===== config.mk =====
export PLATFORM = sky130hd
export DESIGN_NAME = multicycle_control
export DESIGN_NICKNAME = d
export VERILOG_FILES = /design/src/rtl/multicycle_control.sv
export SDC_FILE = /design/constraint.sdc
export NUM_CORES = 1
export LEC_CHECK = 0
export ABC_AREA = 1
export CAP_MARGIN = 20
export CORE_UTILIZATION = 40
export CTS_CLUSTER_SIZE = 40
export DETAILED_ROUTE_END_ITERATION = 6
export PLACE_DENSITY_LB_ADDON = 0.12
export RECOVER_POWER = 50
export SETUP_SLACK_MARGIN = 0.02
export SLEW_MARGIN = 30
export SYNTH_ARGS = -nofsm -noshare
export SYNTH_HDL_FRONTEND = slang
export SYNTH_SLANG_ARGS = --single-unit

===== constraint.sdc =====
create_clock -name i_clk -period 1.35 [get_ports i_clk]
set_input_delay 0.27 -clock i_clk [delete_from_list [all_inputs] [get_ports i_clk]]
set_output_delay 0.27 -clock i_clk [all_outputs]
set_load 0.02 [all_outputs]

===== src/rtl/multicycle_control.sv =====
// Multi-cycle MIPS32 sequencer: Moore FSM sharing one memory port, ALU and PC adder
// across instruction phases, with memory-ready wait timeout and illegal-opcode trap.
module multicycle_control #(
    parameter int WAIT_LIMIT = 16
) (
    input  logic       i_clk,
    input  logic       i_rst_n,
    input  logic [5:0] i_opcode,
    input  logic       i_zero,
    input  logic       i_mem_ready,
    output logic       o_ir_write,
    output logic       o_pc_write,
    output logic       o_iord,
    output logic       o_mem_read,
    output logic       o_mem_write,
    output logic       o_memto_reg,
    output logic       o_reg_dst,
    output logic       o_reg_write,
    output logic       o_alu_src_a,
    output logic [1:0] o_alu_src_b,
    output logic [1:0] o_alu_op,
    output logic [1:0] o_pc_source,
    output logic       o_instr_done,
    output logic       o_trap,
    output logic [1:0] o_trap_cause,
    output logic [3:0] o_state
);
    localparam logic [5:0] OP_RTYPE = 6'b000000;
    localparam logic [5:0] OP_LW    = 6'b100011;
    localparam logic [5:0] OP_SW    = 6'b101011;
    localparam logic [5:0] OP_BEQ   = 6'b000100;
    localparam logic [5:0] OP_BNE   = 6'b000101;
    localparam logic [5:0] OP_J     = 6'b000010;
    localparam logic [5:0] OP_ADDI  = 6'b001000;
    localparam logic [7:0] WAIT_LAST = 8'(WAIT_LIMIT - 1);

    typedef enum logic [3:0] {
        S_FETCH     = 4'd0,
        S_DECODE    = 4'd1,
        S_MEM_ADDR  = 4'd2,
        S_MEM_READ  = 4'd3,
        S_MEM_WB    = 4'd4,
        S_MEM_WRITE = 4'd5,
        S_EXECUTE   = 4'd6,
        S_R_WB      = 4'd7,
        S_BRANCH    = 4'd8,
        S_JUMP      = 4'd9,
        S_ADDI_EXEC = 4'd10,
        S_ADDI_WB   = 4'd11,
        S_TRAP      = 4'd15
    } state_t;

    state_t     r_state, w_next;
    logic [7:0] r_wait_cnt, w_wait_nxt;
    logic       r_trap;
    logic [1:0] r_cause, w_cause_nxt;
    logic       w_waiting, w_timeout;

    assign w_waiting = ((r_state == S_FETCH) || (r_state == S_MEM_READ) ||
                        (r_state == S_MEM_WRITE)) && !i_mem_ready;
    // Last permitted wait cycle: leave for TRAP instead of waiting again
    assign w_timeout = w_waiting && (r_wait_cnt == WAIT_LAST);

    always_ff @(posedge i_clk or negedge i_rst_n) begin
        if (!i_rst_n) begin
            r_state    <= S_FETCH;
            r_wait_cnt <= 8'd0;
            r_trap     <= 1'b0;
            r_cause    <= 2'b00;
        end else begin
            r_state    <= w_next;
            r_wait_cnt <= w_wait_nxt;
            if (w_next == S_TRAP && r_state != S_TRAP) begin
                r_trap  <= 1'b1;
                r_cause <= w_cause_nxt;
            end
        end
    end

    always_comb begin
        w_next       = r_state;
        w_cause_nxt  = 2'b01;
        w_wait_nxt   = 8'd0;
        o_ir_write   = 1'b0;
        o_pc_write   = 1'b0;
        o_iord       = 1'b0;
        o_mem_read   = 1'b0;
        o_mem_write  = 1'b0;
        o_memto_reg  = 1'b0;
        o_reg_dst    = 1'b0;
        o_reg_write  = 1'b0;
        o_alu_src_a  = 1'b0;
        o_alu_src_b  = 2'b00;
        o_alu_op     = 2'b00;
        o_pc_source  = 2'b00;
        o_instr_done = 1'b0;

        if (w_waiting && !w_timeout) begin
            w_wait_nxt = r_wait_cnt + 8'd1;
        end

        if (w_timeout) begin
            w_next      = S_TRAP;
            w_cause_nxt = 2'b10;
        end else begin
            case (r_state)
                S_FETCH: begin
                    o_mem_read  = 1'b1;
                    o_alu_src_b = 2'b01;
                    o_ir_write  = i_mem_ready;
                    o_pc_write  = i_mem_ready;
                    if (i_mem_ready) w_next = S_DECODE;
                end
                S_DECODE: begin
                    o_alu_src_b = 2'b11;
                    case (i_opcode)
                        OP_RTYPE:      w_next = S_EXECUTE;
                        OP_LW, OP_SW:  w_next = S_MEM_ADDR;
                        OP_BEQ, OP_BNE: w_next = S_BRANCH;
                        OP_J:          w_next = S_JUMP;
                        OP_ADDI:       w_next = S_ADDI_EXEC;
                        default:       w_next = S_TRAP;
                    endcase
                end
                S_MEM_ADDR: begin
                    o_alu_src_a = 1'b1;
                    o_alu_src_b = 2'b10;
                    w_next      = (i_opcode == OP_SW) ? S_MEM_WRITE : S_MEM_READ;
                end
                S_MEM_READ: begin
                    o_mem_read = 1'b1;
                    o_iord     = 1'b1;
                    if (i_mem_ready) w_next = S_MEM_WB;
                end
                S_MEM_WB: begin
                    o_reg_write  = 1'b1;
                    o_memto_reg  = 1'b1;
                    o_instr_done = 1'b1;
                    w_next       = S_FETCH;
                end
                S_MEM_WRITE: begin
                    o_mem_write  = 1'b1;
                    o_iord       = 1'b1;
                    o_instr_done = i_mem_ready;
                    if (i_mem_ready) w_next = S_FETCH;
                end
                S_EXECUTE: begin
                    o_alu_src_a = 1'b1;
                    o_alu_op    = 2'b10;
                    w_next      = S_R_WB;
                end
                S_R_WB: begin
                    o_reg_write  = 1'b1;
                    o_reg_dst    = 1'b1;
                    o_instr_done = 1'b1;
                    w_next       = S_FETCH;
                end
                S_BRANCH: begin
                    o_alu_src_a  = 1'b1;
                    o_alu_op     = 2'b01;
                    o_pc_source  = 2'b01;
                    o_pc_write   = (i_opcode == OP_BEQ) ? i_zero : !i_zero;
                    o_instr_done = 1'b1;
                    w_next       = S_FETCH;
                end
                S_JUMP: begin
                    o_pc_source  = 2'b10;
                    o_pc_write   = 1'b1;
                    o_instr_done = 1'b1;
                    w_next       = S_FETCH;
                end
                S_ADDI_EXEC: begin
                    o_alu_src_a = 1'b1;
                    o_alu_src_b = 2'b10;
                    w_next      = S_ADDI_WB;
                end
                S_ADDI_WB: begin
                    o_reg_write  = 1'b1;
                    o_instr_done = 1'b1;
                    w_next       = S_FETCH;
                end
                S_TRAP: w_next = S_TRAP;
                default: w_next = S_TRAP;
            endcase
        end
    end

    assign o_trap       = r_trap;
    assign o_trap_cause = r_cause;
    assign o_state      = r_state;
endmodule


==> results by group <==
Cells and area
  – Final core utilization: 91.3%
  – Final instance area: 2340 sq um
  – Fin nets: between 200 and 300
  – Share of layout cells above drive strength 1: 61.5%
  – # fillers: 102
  – Area Growth Syn to Fin: 108%
  – Final Non-Filler Cells: 295
  – Diode count: 0

Timing
  – Skew final: 5.12 ps
  – Unrepaired setup endpoints after global routing: true
  – Min Tclk post-route: 1880 ps
  – Final worst slack: -531 ps
  – Fin. Hold Viols: 0
  – Setup TNS: -11680 ps
  – Max_slew headroom: 44.6%
  – # setup viols final: 34
  – Worst hold slack: 503 ps
  – F_max: 532 MHz
  – Pins Over Slew Limit: 0
  – Period utilisation layout: 139%
  – Worst Tran Pin Value: about 830 ps

Synthesis
  – Netlist cell types: 31
  – Synth top area cells: dfrtp_1, nor2_1, inv_1
  – Sequential area share after synthesis: between 30 and 40%
  – Register bit total from synthesis: 15
  – Gate Count Post-Synth: 166
  – Warnings, synthesis: 0
  – Syn_nets: 177
  – EDFF count, synth: 0
  – Top cell type's share of synthesized area: 33.3%
  – Most frequent cells after synthesis: nor2_1, inv_1, nand2_1, dfrtp_1, nand3_1
  – Asr flop ratio synth: between 90% and 100%
  – Main synth FF type: dfrtp_1
  – Post-Synthesis Cell Area: between 1000 and 1500 sq um
  – Syn Area/Cell: 6.80 sq um
  – Most common cell in the netlist: nor2_1
  – Synth area leader: dfrtp_1

Die
  – Effective utilization at floorplan: 44.0%
  – Die Ht: about 55 um
  – Die W: 55.1 um
  – Total core area: 2570 sq um
  – Die ar.: ~3000 sq um
  – Ports: 33
  – FP Rows: 18

GRT
  – Met1 usage: 31.8%
  – Most Used Layer, Global Route: met2
  – Global-route met3 utilization: approximately 6%
  – Largest net degree at the start of global routing: 16
  – Number of global-route vias before repair: ~1400
  – GR Util All Layers: 28.1%
  – M2 GR Usage: between 50% and 60%
  – Total congestion overflow: 0
  – Global-route wire length before repair: 6080 um
  – Initial antenna violation count: 0

CTS
  – H-tree depth: 1
  – Worst-Skew Late Latency: 300 ps
  – CTS sink cnt: 15
  – CTS Hold Bufs: 0
  – Clock transition at path regs: 90 ps
  – Root Driver: clkbuf_4
  – Max Root-Sink Buffers: 2
  – CTS tree: built
  – Num CTS Buffers: 3

Worst setup path
  – Worst Path Max Fanout: 5
  – FF-to-FF setup slack: -530 ps
  – FF-to-FF End: o_trap_cause[0]$_DFFE_PN0P_
  – Worst Setup SP: o_state[1]$_DFF_PN0_
  – Critical path class: flip-flop to output port
  – Reg2reg start: o_state[1]$_DFF_PN0_
  – Worst setup path endpoint: o_mem_read
  – Worst EP required: roughly 1100 ps
  – R2R cell count: 12
  – Startpoint Class: flip-flop
  – CP arrival: 1610 ps
  – Worst Setup End Kind: output port

Route
  – Wirelength per Cell: between 15 and 20 um
  – Initial detailed-routing violation count: 62
  – Drt pass-1 iters: 4
  – DRT antenna net count: 0
  – Final wirelength: 5390 um
  – DRC viols: 0
  – Via count: between 1500 and 2000
  – Vias per inst: 5.56

Job
  – Max-cap violations: 0

Outcome
  – Failing checks: setup timing
  – Status: finished, violations left

Pwr
  – PwrDens: 363 nW/um^2
  – P_leak: 0.00122 uW
  – Max VDD drop: 0.00100 V

Place
  – Placed cell count: 273
  – DP Area: 1910 sq um
  – Post-detail-place hpwl: 2670 um
  – Port Buffers: 32
  – Final Wtd Congestion: 0.834

Worst hold path
  – Worst Hold Class: flip-flop to flip-flop
==> state kept, by name, summed over array words and instances (netlist names) <==
register,flops
o_state,4
o_trap,1
o_trap_cause,2
r_wait_cnt,8
==> through the flow <==
step                      power (uW)  setup slack (ps)
final                            852              -531
after global routing             887              -591
after CTS                        842              -437
after detailed placement         557             -1110
after global placement           553             -1030
after floorplan                  486              -136
==> how the worst min path moves through the flow <==
stage | slack (ps) | from | cells past startpoint | to
floorplan | -30 | i_rst_n | 0 | o_state[0]$_DFF_PN0_
global placement | 460 | o_trap$_DFFE_PN0P_ | 2 | o_trap$_DFFE_PN0P_
detailed placement | 460 | o_trap_cause[1]$_DFFE_PN0P_ | 2 | o_trap_cause[1]$_DFFE_PN0P_
CTS | 280 | i_rst_n | 2 | r_wait_cnt[4]$_DFF_PN0_
global route | 530 | o_trap$_DFFE_PN0P_ | 2 | o_trap$_DFFE_PN0P_
finish | 500 | o_trap$_DFFE_PN0P_ | 2 | o_trap$_DFFE_PN0P_
==> power breakdown <==
| part | internal [uW] | switching (uW) | total [uW] | leakage (uW) |
|---|---|---|---|---|
| combinational | 59.6 | 61.7 | 121 | 0.00102 |
| sequential | 450 | 1.41 | 452 | 0.000181 |
| clock | 113 | 166 | 279 | 0.0000139 |
| total | 623 | 229 | 852 | 0.00122 |
==> repair_timing <==
item                                    in CTS  in global routing
endpoints found under the hold margin        0                  0
endpoints found under the setup margin      37                 35
pin swaps                                   17                 22
gates resized for setup                    171                 42
buffers inserted                            15                  6
==> area by class of cell <==
cell class	instances	area [sq um]	area share (%)
Sequential cell	15	380	16.2
Timing Repair Buffer	97	851	36.3
Clock buffer	3	22.5	0.961
Tap cell	30	37.5	1.60
Inverter	31	129	5.50
Multi-Input combinational cell	118	916	39.1
Clock inverter	1	7.51	0.320
==> placed cells by master, fill, tap and decap left out, types with 2 or more instances in the layout <==
master / synthesis / layout
nand2_2: 6 / 8
dfrtp_2: 0 / 4
nand2_4: 0 / 7
dlygate4sd2_1: 0 / 6
nor2_4: 0 / 13
inv_2: 0 / 6
inv_1: 31 / 20
buf_6: 1 / 29
nand2_1: 31 / 20
inv_4: 0 / 5
nand3_2: 3 / 4
nand2_8: 0 / 2
dfrtp_1: 15 / 11
nand3_1: 10 / 7
nor3_2: 1 / 3
nand4_1: 2 / 2
nor3b_2: 2 / 2
o21ai_2: 0 / 4
clkbuf_4: 0 / 3
nor2_1: 33 / 17
nand3_4: 1 / 3
a21oi_1: 4 / 3
buf_4: 1 / 57
nor2_2: 2 / 5
clkdlybuf4s50_1: 0 / 2
==> cell families after synthesis <==
| kind of cell | after synthesis | share of synthesized area (%) |
|---|---|---|
| fa+ha+maj | 1 | 1.11 |
| simple gates | 99 | 43.7 |
| buf+inv | 33 | 12.0 |
| xor+xnor | 2 | 1.55 |
| compound gates | 16 | 8.43 |
| flops | 15 | 33.3 |
==> critical path, cell delays in order, from the launching register on <==
cell,delay (ps)
dfrtp_2,500
nor2_4,220
nand2_4,100
nand3_4,100
nand3_4,110
o21ai_2,80
inv_1,70
buf_6,130
==> metal layers <==
layer  wire length, um  part of all wire [%]  up-vias
li1                  -                     -      723
met1              2040                    38      787
met2              2750                    51       93
met3               335                   6.2       36
met4               269                   5.0        0
met5                 0                     0        -
Note: power is estimated with default switching activity, not from simulation.
